<file path="src/rtl/router_pkg.sv">
// Shared types and helpers for the Router trunk/branch datapath.
// Used by router_trunk_arbiter, Router and TESTBED.
package router_pkg;

  typedef enum logic [1:0] {
    EMPTY = 2'd0,
    HALF  = 2'd1,
    FULL  = 2'd2
  } arb_state_t;

  localparam logic SRC_BR1 = 1'b0;
  localparam logic SRC_BR2 = 1'b1;

  // Branch word width: ceil(K*OUT_CH / floor(BOTTLENECK*OU/DELTA_X)) * BIT_OFM.
  function automatic int wire_num_calc(input int k, input int out_ch, input int bottleneck,
                                       input int ou, input int delta_x, input int bit_ofm);
    int per_cycle;
    per_cycle = (bottleneck * ou) / delta_x;
    if (per_cycle < 1) per_cycle = 1;
    return ((k * out_ch + per_cycle - 1) / per_cycle) * bit_ofm;
  endfunction

endpackage

</file>
<file path="src/rtl/router_trunk_arbiter_if.sv">
// Branch-side handshakes and trunk-side beat signals of the trunk arbiter.
// master = arbiter side, slave = branch sources / Router side.
interface router_trunk_arbiter_if #(parameter int WIRE_NUM = 29);

  logic                  br1_valid;
  logic [WIRE_NUM-1:0]   br1_data;
  logic                  br1_ready;
  logic                  br2_valid;
  logic [WIRE_NUM-1:0]   br2_data;
  logic                  br2_ready;
  logic [2*WIRE_NUM-1:0] trunk_data;
  logic                  trunk_write;
  logic [1:0]            trunk_mask;
  logic [1:0]            trunk_src;
  logic                  trunk_full;

  modport master (
    input  br1_valid, br1_data, br2_valid, br2_data, trunk_full,
    output br1_ready, br2_ready, trunk_data, trunk_write, trunk_mask, trunk_src
  );

  modport slave (
    output br1_valid, br1_data, br2_valid, br2_data, trunk_full,
    input  br1_ready, br2_ready, trunk_data, trunk_write, trunk_mask, trunk_src
  );

endinterface

</file>
<file path="src/rtl/router_trunk_arbiter_rr.sv">
// rr_arb2: two-requester round-robin grant; the pointer flips to the other
// requester whenever the granted request is actually accepted.
module rr_arb2 (
  input  logic       clk,
  input  logic       rst_n,
  input  logic [1:0] req,
  input  logic       accept,
  output logic       grant_valid,
  output logic       grant_id
);

  logic rr;

  always_comb begin
    grant_valid = |req;
    grant_id    = 1'b0;
    if (req == 2'b11) grant_id = rr;
    else if (req == 2'b10) grant_id = 1'b1;
  end

  always_ff @(posedge clk) begin
    if (!rst_n) rr <= 1'b0;
    else if (accept) rr <= ~grant_id;
  end

endmodule

</file>
<file path="src/rtl/router_trunk_arbiter.sv">
// Packs branch words from two sources into 2-word trunk beats for the Router.
// Optional build macro ROUTER_ARB_STATS_EN adds acceptance/flush counters.
module router_trunk_arbiter
  import router_pkg::*;
#(
  parameter int BIT_OFM        = 29,
  parameter int HOW_MANY_PIXEL = 1,
  parameter int FLUSH_CYCLES   = 8
) (
  input  logic clk,
  input  logic rst_n,
  router_trunk_arbiter_if.master bus
`ifdef ROUTER_ARB_STATS_EN
  ,
  output logic [15:0] stat_br1_cnt,
  output logic [15:0] stat_br2_cnt,
  output logic [15:0] stat_flush_cnt
`endif
);

  localparam int WIRE_NUM = BIT_OFM * HOW_MANY_PIXEL;
  localparam int CNT_W = (FLUSH_CYCLES > 1) ? $clog2(FLUSH_CYCLES) : 1;
  localparam logic [CNT_W-1:0] FLUSH_LAST = CNT_W'(FLUSH_CYCLES - 1);

  arb_state_t          state;
  logic [WIRE_NUM-1:0] lo_q;
  logic [WIRE_NUM-1:0] hi_q;
  logic [1:0]          mask_q;
  logic [1:0]          src_q;
  logic [CNT_W-1:0]    flush_cnt;

  logic                grant_valid;
  logic                grant_id;
  logic                can_take;
  logic                accept;
  logic                write_en;
  logic                flush_now;
  logic [WIRE_NUM-1:0] in_data;

  rr_arb2 u_rr (
    .clk         (clk),
    .rst_n       (rst_n),
    .req         ({bus.br2_valid, bus.br1_valid}),
    .accept      (accept),
    .grant_valid (grant_valid),
    .grant_id    (grant_id)
  );

  // A held beat blocks new words only while the downstream FIFO is full.
  assign can_take  = (state != FULL) || !bus.trunk_full;
  assign accept    = rst_n && grant_valid && can_take;
  assign write_en  = rst_n && (state == FULL) && !bus.trunk_full;
  assign flush_now = (state == HALF) && !accept && (flush_cnt == FLUSH_LAST);
  assign in_data   = (grant_id == SRC_BR2) ? bus.br2_data : bus.br1_data;

  assign bus.br1_ready   = accept && (grant_id == SRC_BR1);
  assign bus.br2_ready   = accept && (grant_id == SRC_BR2);
  assign bus.trunk_write = write_en;
  assign bus.trunk_data  = {hi_q, lo_q};
  assign bus.trunk_mask  = mask_q;
  assign bus.trunk_src   = src_q;

  always_ff @(posedge clk) begin
    if (!rst_n) begin
      state     <= EMPTY;
      lo_q      <= '0;
      hi_q      <= '0;
      mask_q    <= 2'b00;
      src_q     <= 2'b00;
      flush_cnt <= '0;
    end else begin
      case (state)
        EMPTY: begin
          if (accept) begin
            lo_q      <= in_data;
            hi_q      <= '0;
            src_q     <= {1'b0, grant_id};
            mask_q    <= 2'b01;
            flush_cnt <= '0;
            state     <= HALF;
          end
        end
        HALF: begin
          if (accept) begin
            hi_q     <= in_data;
            src_q[1] <= grant_id;
            mask_q   <= 2'b11;
            state    <= FULL;
          end else if (flush_now) begin
            hi_q     <= '0;
            src_q[1] <= 1'b0;
            mask_q   <= 2'b01;
            state    <= FULL;
          end else begin
            flush_cnt <= flush_cnt + 1'b1;
          end
        end
        FULL: begin
          // Sending and refilling in the same cycle keeps one beat per two words.
          if (write_en) begin
            if (accept) begin
              lo_q      <= in_data;
              hi_q      <= '0;
              src_q     <= {1'b0, grant_id};
              mask_q    <= 2'b01;
              flush_cnt <= '0;
              state     <= HALF;
            end else begin
              state <= EMPTY;
            end
          end
        end
        default: state <= EMPTY;
      endcase
    end
  end

`ifdef ROUTER_ARB_STATS_EN
  always_ff @(posedge clk) begin
    if (!rst_n) begin
      stat_br1_cnt   <= '0;
      stat_br2_cnt   <= '0;
      stat_flush_cnt <= '0;
    end else begin
      if (bus.br1_ready && stat_br1_cnt != 16'hFFFF) stat_br1_cnt <= stat_br1_cnt + 16'd1;
      if (bus.br2_ready && stat_br2_cnt != 16'hFFFF) stat_br2_cnt <= stat_br2_cnt + 16'd1;
      if (flush_now && stat_flush_cnt != 16'hFFFF) stat_flush_cnt <= stat_flush_cnt + 16'd1;
    end
  end
`endif

endmodule

</file>
<file path="src/flat_wrapper.sv">
// flat-port wrapper written by rule: the top's interface ports become plain ports
module router_trunk_arbiter_flat import router_pkg::*;
#(
  parameter int BIT_OFM        = 29,
  parameter int HOW_MANY_PIXEL = 1,
  parameter int FLUSH_CYCLES   = 8
)
  (clk, rst_n, bus_br1_valid, bus_br1_data, bus_br2_valid, bus_br2_data, bus_trunk_full, bus_br1_ready, bus_br2_ready, bus_trunk_data, bus_trunk_write, bus_trunk_mask, bus_trunk_src);
  router_trunk_arbiter_if #(.WIRE_NUM((29))) bus_i ();
  input  logic clk;
  input  logic rst_n;
  input wire logic [$bits(bus_i.br1_valid)-1:0] bus_br1_valid;
  input wire logic [$bits(bus_i.br1_data)-1:0] bus_br1_data;
  input wire logic [$bits(bus_i.br2_valid)-1:0] bus_br2_valid;
  input wire logic [$bits(bus_i.br2_data)-1:0] bus_br2_data;
  input wire logic [$bits(bus_i.trunk_full)-1:0] bus_trunk_full;
  output wire logic [$bits(bus_i.br1_ready)-1:0] bus_br1_ready;
  output wire logic [$bits(bus_i.br2_ready)-1:0] bus_br2_ready;
  output wire logic [$bits(bus_i.trunk_data)-1:0] bus_trunk_data;
  output wire logic [$bits(bus_i.trunk_write)-1:0] bus_trunk_write;
  output wire logic [$bits(bus_i.trunk_mask)-1:0] bus_trunk_mask;
  output wire logic [$bits(bus_i.trunk_src)-1:0] bus_trunk_src;
  assign bus_i.br1_valid = bus_br1_valid;
  assign bus_i.br1_data = bus_br1_data;
  assign bus_i.br2_valid = bus_br2_valid;
  assign bus_i.br2_data = bus_br2_data;
  assign bus_i.trunk_full = bus_trunk_full;
  assign bus_br1_ready = bus_i.br1_ready;
  assign bus_br2_ready = bus_i.br2_ready;
  assign bus_trunk_data = bus_i.trunk_data;
  assign bus_trunk_write = bus_i.trunk_write;
  assign bus_trunk_mask = bus_i.trunk_mask;
  assign bus_trunk_src = bus_i.trunk_src;
  router_trunk_arbiter #(.BIT_OFM(BIT_OFM), .HOW_MANY_PIXEL(HOW_MANY_PIXEL), .FLUSH_CYCLES(FLUSH_CYCLES)) u_core (.clk(clk), .rst_n(rst_n), .bus(bus_i));
endmodule
</file>
<file path="config.mk">
export PLATFORM = sky130hd
export DESIGN_NAME = router_trunk_arbiter_flat
export DESIGN_NICKNAME = d
export VERILOG_FILES = /design/src/rtl/router_pkg.sv /design/src/rtl/router_trunk_arbiter_if.sv /design/src/rtl/router_trunk_arbiter_rr.sv /design/src/rtl/router_trunk_arbiter.sv /design/src/flat_wrapper.sv
export SDC_FILE = /design/constraint.sdc
export NUM_CORES = 1
export LEC_CHECK = 0
export CAP_MARGIN = 5
export CORE_MARGIN = 10
export CORE_UTILIZATION = 44
export DETAILED_ROUTE_END_ITERATION = 6
export PLACE_DENSITY = 0.85
export SLEW_MARGIN = 0
export SYNTH_ARGS = -nofsm -noshare
export SYNTH_HDL_FRONTEND = slang
export SYNTH_SLANG_ARGS = --single-unit
</file>
<file path="constraint.sdc">
create_clock -name clk -period 5.12 [get_ports clk]
set_input_delay 0.512 -clock clk [delete_from_list [all_inputs] [get_ports clk]]
set_output_delay 0.512 -clock clk [all_outputs]
set_load 0.02 [all_outputs]
</file>
==> results of run 1 <==
[tightest hold or removal path, stage by stage (launching register included)]
cell     delay (ns)
dfxtp_1        0.31
nand2_1        0.05
o21ai_1        0.05
[cell usage after synthesis (all sizes together)]
master | instances | area share [%]
nor2 | 5 | 0.70
or2 | 1 | 0.23
a21bo | 1 | 0.37
buf | 16 | 4.1
nand3b | 1 | 0.28
clkbuf | 6 | 0.88
and2 | 4 | 0.93
dfxtp | 68 | 51
a21oi | 30 | 5.6
mux2i | 31 | 12
a31oi | 2 | 0.47
inv | 4 | 0.56
nor3b | 2 | 0.98
a21boi | 1 | 0.28
nor2b | 2 | 0.47
a311oi | 1 | 0.33
a32o | 1 | 0.37
ha | 4 | 1.9
nand2 | 34 | 4.8
o21ai | 66 | 13
o221a | 1 | 0.42
o21a | 2 | 0.56
nand3 | 6 | 1.1
[worst max-delay path by stage]
stage | slack, ns | to | cells after the start
3_5_place_dp | 1.87 | u_core.hi_q[11]$_SDFFE_PN0P_ | 9
4_1_cts | 1.93 | bus_br2_ready | 6
3_3_place_gp | 2.00 | u_core.hi_q[8]$_SDFFE_PN0P_ | 9
5_1_grt | 1.80 | bus_br2_ready | 6
2_1_floorplan | 3.15 | u_core.hi_q[18]$_SDFFE_PN0P_ | 10
6_report | 1.94 | bus_br2_ready | 6
[power by group]
| group | internal (mW) | total [mW] | switching (mW) |
|---|---|---|---|
| logic | 0.129 | 0.259 | 0.130 |
| registers | 0.563 | 0.581 | 0.0184 |
| clock network | 0.199 | 0.383 | 0.184 |
| total | 0.891 | 1.22 | 0.332 |
[stage by stage]
stage | std cells | setup WS [ns] | utilization (%) | hold WS [ns]
global placement | 472 | 2.00 | 66.7 | 0.434
floorplan | 289 | 3.15 | - | 0.448
finish | 487 | 1.94 | 69.5 | 0.449
detailed placement | 472 | 1.87 | 66.7 | 0.442
global route | 487 | 1.80 | 69.5 | 0.480
CTS | 487 | 1.93 | 69.5 | 0.451
[cell families after synthesis]
logic type	Yosys count	synth area share (%)
fa+ha+maj	4	1.86
mux	31	11.6
flops	68	50.7
buf+inv	26	5.50
simple gates	55	9.46
compound gates	105	21.0
[routing by layer]
metal  share of wire (%)  vias to the layer above  GRT usage (%)
met5                   0                        -              0
met4                 1.5                        0           6.50
met3                 9.0                       13           7.68
met2                  51                       84           28.5
met1                  39                     1167           15.8
li1                    -                     1251              -
[registers in the layout, summed over array words and instances (netlist names)]
signal                 cells
u_core.lo_q               29
u_core.hi_q               29
u_core.flush_cnt           3
u_core.u_rr.rr             1
u_core.state               2
u_core.bus.trunk_mask      2
u_core.bus.trunk_src       2
[final cells by class]
| class | instances | area share, % |
|---|---|---|
| Clock buffer | 13 | 3.86 |
| Inverter | 4 | 0.365 |
| Sequential cell | 68 | 33.1 |
| Clock inverter | 2 | 0.243 |
| Multi-Input combinational cell | 195 | 28.8 |
| Timing Repair Buffer | 130 | 31.4 |
| Tap cell | 75 | 2.28 |
==> out/summary.md, run 1 <==
In this run the number of H-tree levels came out at 3. Compared with the post-synthesis result, the final layout area differs by 53.3%. The via count of the first global-routing pass was 2567; the unique cell type count in the Yosys netlist was 29.

The endpoint identified for the worst register-to-register timing path is u_core.hi_q[3]$_SDFFE_PN0P_. In this run the clock root is driven by a clkbuf_8. For the final database, setup skew stands at 0.00672 ns. The logs give 36.8% for the relative slew slack and 1.64 nW for the leakage power.

The number of diodes was 0; the post-route DRC violation count was 0. The library cell used most frequently in the layout, excluding fill and tap cells, is clkdlybuf4s50_1. The worst path uses 62.2% of the clock period. Dividing the detail-routed wire length by the instance count gives 16.4 µm. The minimum clock period after layout works out to 3.18 ns. In this run, the number of DRC markers left after iteration 0 of detailed routing was 64.

The first detailed-routing pass ran for 7 iterations. In this run the remaining antenna-violating nets after routing total 0. The placer congestion estimate is 0.789.

The count of warnings emitted by yosys is 0, and the overall die height is 98.1 µm. Port buffering added 127 buffers. Synthesis produced a netlist with a net count of 356. The logs give 0 for the number of antenna violations at the first check in global routing and 45.4% for the initial core utilization. The register clock-pin slew on the reported worst setup and hold paths works out to 0.06 ns.

Timing would allow up to 0.314 GHz. Buffers added to address setup during post-CTS repair amount to 0. The critical path's slowest cell was clkdlybuf4s50_1. Setup repair after global routing left no endpoint under its margin. Buffers inserted to repair hold after CTS numbered 0. The per-cell via count in the routed design works out to 5.16. The number of cells on the worst reg-to-reg path is 6.

In the layout the commonest cells are clkdlybuf4s50_1, dfxtp_1, o21ai_0. At the pin with the least slew margin, the transition time is 0.945 ns. The routed layout has 2515 vias. Counting every sink on the clock net gives 68. VDD sags by at most 0.185 mV. In the final layout, the multi-input gates occupy 0.00118 mm². The power density relative to cell area is 297 mW/mm², and the final design instance area without fill is 0.00412 mm².

Setup violations remaining at the end of the flow were counted as 0. 128 I/O pins were placed. TritonCTS built the clock tree. The dominant delay contributor by cell family on the critical path was buffers and inverters.

The type of the worst setup path is primary input to output port. In this run, synthesis produced a sequential element count of 68. The routed design has 8.01 mm of wire. The tools report the startpoint kind of the worst setup timing path as a primary input. The tools report the start point of the critical path as rst_n. The number of buffers and inverters on the critical path is 3. The run gives 9 as the CTS buffer count. The hold-critical path endpoint is u_core.hi_q[22]$_SDFFE_PN0P_. The synthesized instance count came out at 289. The worst hold path cell count is 2, and the number of inserted filler cells in the final layout is 484. In the final timing run, aggregate negative setup slack is 0 ns. The run gives 0 as the number of pins exceeding their max-slew limit in the final report. In the final layout, the share of cells above drive strength 1 is 5.10%. Class of the most critical hold timing path: register to register. Across the run, the number of max-cap violations was 0. The hold path startpoint is u_core.hi_q[22]$_SDFFE_PN0P_. The count of final hold-check violations was 0. After synthesis the cells add up to 0.00269 mm². The later pin in the worst-skew pair is clocked with a latency of 0.33 ns. The largest single stage delay on the critical path is 0.79 ns.

The width of the die is 98.1 µm, and the total track usage is 16.1%. Gates resized during post-CTS repair numbered 0. The highest fanout seen on the critical path came out at 17. The initialized floorplan defines 28 standard-cell rows.

The slack of the worst reg-to-reg path is 2.74 ns. Detailed placement finished with a half-perimeter wire length of 6.14 mm. Summed over all layers, the global routing overflow is 0. The critical path goes through clkdlybuf4s50_1, o21a_1, o21a_1, inv_1, nor2_1, clkdlybuf4s50_1.

Summing all flip-flop and latch instances after layout gives 0.00136 mm². The logs give 2 for the maximum root-to-sink buffer count and 50.7% for the post-synthesis sequential area ratio. Each instance of the synthesized netlist takes up on average 9.30 µm².

The pin count of the biggest net entering global routing was 33; the area inside the core boundary was 0.00592 mm². In this run the critical register-to-register path is launched from u_core.state[0]$_SDFFE_PN0P_. For the worst setup path, the data arrival time is 2.67 ns. Required time of the critical path: 4.61 ns. For this run, the post-layout net count is 475. The first-pass GRT wire length came out at 12.8 mm. The worst setup path is captured at an output port. In this run the cell area measured after placement is 0.00395 mm². The die covers 0.00963 mm². The run finished with clean final reports. For the total design power, the log shows 1.22 mW.
Note: power is estimated with default switching activity, not from simulation.
==> inputs of run 2 (changes only) <==
--- a/config.mk
+++ b/config.mk
@@ -7,9 +7,9 @@
 export LEC_CHECK = 0
 export CAP_MARGIN = 5
 export CORE_MARGIN = 10
-export CORE_UTILIZATION = 44
+export CORE_UTILIZATION = 41
 export DETAILED_ROUTE_END_ITERATION = 6
-export PLACE_DENSITY = 0.85
+export PLACE_DENSITY = 0.8
 export SLEW_MARGIN = 0
 export SYNTH_ARGS = -nofsm -noshare
 export SYNTH_HDL_FRONTEND = slang
==> constraint.sdc (replaced) <==
create_clock -name clk -period 3.15 [get_ports clk]
set_input_delay 0.315 -clock clk [delete_from_list [all_inputs] [get_ports clk]]
set_output_delay 0.315 -clock clk [all_outputs]
set_load 0.02 [all_outputs]
==> out/summary.md, run 2 (synthesis gave the netlist of run 1 again) <==
The sequential share of power was 47.3% (-0.2 points); the area taken by multi-input logic gates was 0.00118 mm² (unchanged). For the worst endpoint data arrival time, the log shows 2.32 ns (-0.35 ns). For the detailed router's first-iteration violation count, the log shows 79 (+23%). The via count was 2483 (-1.3%); the slack of the worst reg-to-reg path was 0.92 ns (-1.82 ns). The count of buffers inserted at the top-level ports works out to 127 (unchanged). Leakage power: 1.66 nW (+1.4%). In the finished design, the share of the clock period the worst path needs comes to 83.6%.

The growth of design area from synthesis to finish came out at 55.0%. Setup repair after global routing left no endpoint under its margin. The register clock-pin slew on the reported worst setup and hold paths is 0.06 ns (about the same), and the number of sinks driven by the clock tree is 68 (unchanged).

Pin count of the biggest net entering global routing: 61 (+85%). The clock group share of total power is 31.2% (about the same). The power density relative to cell area was 480 mW/mm² (+61%).

Leaving out fill and tap cells, the most frequent cell in the layout is clkdlybuf4s50_1. The reported net switching power came out at 543 µW (+64%). For the number of instances resized during post-cts repair, the log shows 0 (unchanged). STA classifies the critical path startpoint as a primary input.

The highest fanout seen on the critical path was 5 (-12); the worst-case hold slack was 0.446 ns (-0.00270 ns). The number of antenna violations at the first check in global routing is 0 (unchanged), and the hold buffer count at cts is 0 (unchanged). The tools report the placer congestion estimate as 0.860 (+9.0%). The cell internal power dissipation is 1.45 mW (+63%), and the per-cell via count in the routed design is 5.04 (-2.5%). For the die area, the log shows 0.0102 mm² (+5.8%). For the number of pins exceeding their max-slew limit in the final report, the log shows 0 (unchanged). The post-route DRC violation count is 0 (unchanged). For the required time of the critical path, the log shows 2.83 ns (-1.78 ns). The switching part of the total was 27.2% (+0.045 points). The remaining antenna violation count is 0 (unchanged), and the relative slew slack is 60.1% (+23 points). The library cells used most frequently in the layout, excluding fill and tap cells, are clkdlybuf4s50_1, dfxtp_1, o21ai_0.

Derived from the worst setup path, the maximum achievable clock frequency is 0.380 GHz. The number of diodes was 0 (unchanged). The fraction of the core area covered by cells at the end of the flow is 65.6% (-4.0 points). The combinational power share was 21.5% (+0.3 points).

In the final layout, the registers with the most flip-flops are u_core.hi_q: 29 flops, u_core.lo_q: 29 flops, u_core.flush_cnt: 3 flops. The overall die height was 101 µm (+2.9%). The count of final hold-check violations is 0 (unchanged). The total congestion overflow after global routing came out at 0 (unchanged).

The share of post-route cells with drive strength above 1 is 6.01% (+0.91 points). The number of rows created at floorplan is 29 (+3.6%). TritonCTS built the clock tree.

The area inside the core boundary was 0.00635 mm² (+7.2%); the CTS buffer count was 9 (unchanged). For the number of nets at the end of the flow, the log shows 479 (+0.84%). Class of the most critical hold timing path: register to register. The area taken by flip-flops and latches came out at 0.00136 mm² (unchanged). The worst clock skew on the final layout was 0.00752 ns (+0.000797 ns).

The first-pass GRT wire length is 12.7 mm (-0.44%). The total track usage is 15.4% (-0.66 points). The tools report the post-CTS setup buffer count as 0 (unchanged). The width of the die was 101 µm (+2.9%). The buffer cell driving the clock tree root was clkbuf_8. The wire length per cell after detailed routing is 16.4 µm (-0.23%). The flow ran to the end, and the final reports show no timing, DRC or antenna violations. The worst setup path is captured at an output port. Walking the worst path, the cells encountered are clkdlybuf4s50_1, o21a_1, o21a_1, inv_1, nor2_1, clkdlybuf4s50_1.

The I/O pin total is 128 (unchanged), and the largest stage delay on the critical path is 0.66 ns (-0.13 ns). The setup path with the least slack is of type primary input to output port. For the maximum root-to-sink buffer count, the log shows 2 (unchanged). The placed wire-length estimate after detailed placement was 5.98 mm (-2.7%); the via count of the first global-routing pass was 2485 (-3.2%). The total design power was 2.00 mW (+63%).

Setup violation total in the final timing report: 0 (unchanged). The setup total negative slack is 0 ns (unchanged). For the maximum level of the CTS H-tree, the log shows 3 (unchanged).

The number of inserted filler cells in the final layout came out at 528 (+9.1%). Minimum clock period after layout: 2.63 ns. Initial core utilization: 42.3% (-3.1 points). The slew of the pin with the lowest slew margin works out to 0.592 ns (-0.353 ns). The first-pass iteration count of the detailed router was 4 (-3); the maximum resistive drop on vdd was 0.305 mV (+65%). The slowest stage of the critical path belongs to the cell clkdlybuf4s50_1. The insertion delay to the later sink of the worst-skew pair was 0.33 ns (about the same). The post-detailed-routing wire length is 8.09 mm (+1.0%).

The count of maximum capacitance violations is 0 (unchanged).
run 2: layer usage:
| metal | global-route usage (%) | routed length (µm) | up-vias |
|---|---|---|---|
| li1 | - | - | 1257 |
| met1 | 17.4 | 3440 | 1148 |
| met2 | 25.2 | 3890 | 74 |
| met3 | 7.27 | 700 | 4 |
| met4 | 4.82 | 51 | 0 |
| met5 | 0 | 0 | - |
run 2: metrics by stage:
stage	instance area, µm²	setup WS (ns)	instances
6_report	4160	0.516	493
4_1_cts	4160	0.527	493
2_1_floorplan	2690	1.36	289
3_3_place_gp	3990	0.502	478
5_1_grt	4160	0.364	493
3_5_place_dp	3990	0.367	478
run 2: final cells by class:
cell class                      count  area share, %
Sequential cell                    68           32.7
Timing Repair Buffer              134           32.1
Multi-Input combinational cell    195           28.5
Clock buffer                       13           3.82
Tap cell                           77           2.31
Inverter                            4          0.361
Clock inverter                      2          0.240
run 2: critical path, delay by kind of cell:
kind	cells	cell delay, ns
buf+inv	3	1.38
compound gates	2	0.38
simple gates	1	0.24
run 2: power groups by stage:
stage	Sequential, mW	Clock (mW)	Combinational, mW
final	0.944	0.623	0.429
after global placement	0.959	0	0.424
after floorplan	1.02	0	0.152
after detailed placement	0.962	0	0.432
after CTS	0.943	0.641	0.434
after global routing	0.951	0.675	0.463
run 2: worst paths after layout:
path | from | to | cells after the start
worst max-delay path | bus_br2_valid | bus_br2_ready | 6
worst max register to register | u_core.state[0]$_SDFFE_PN0P_ | u_core.hi_q[15]$_SDFFE_PN0P_ | 8
worst min register to register | u_core.hi_q[24]$_SDFFE_PN0P_ | u_core.hi_q[24]$_SDFFE_PN0P_ | 2
worst min-delay path | u_core.hi_q[24]$_SDFFE_PN0P_ | u_core.hi_q[24]$_SDFFE_PN0P_ | 2
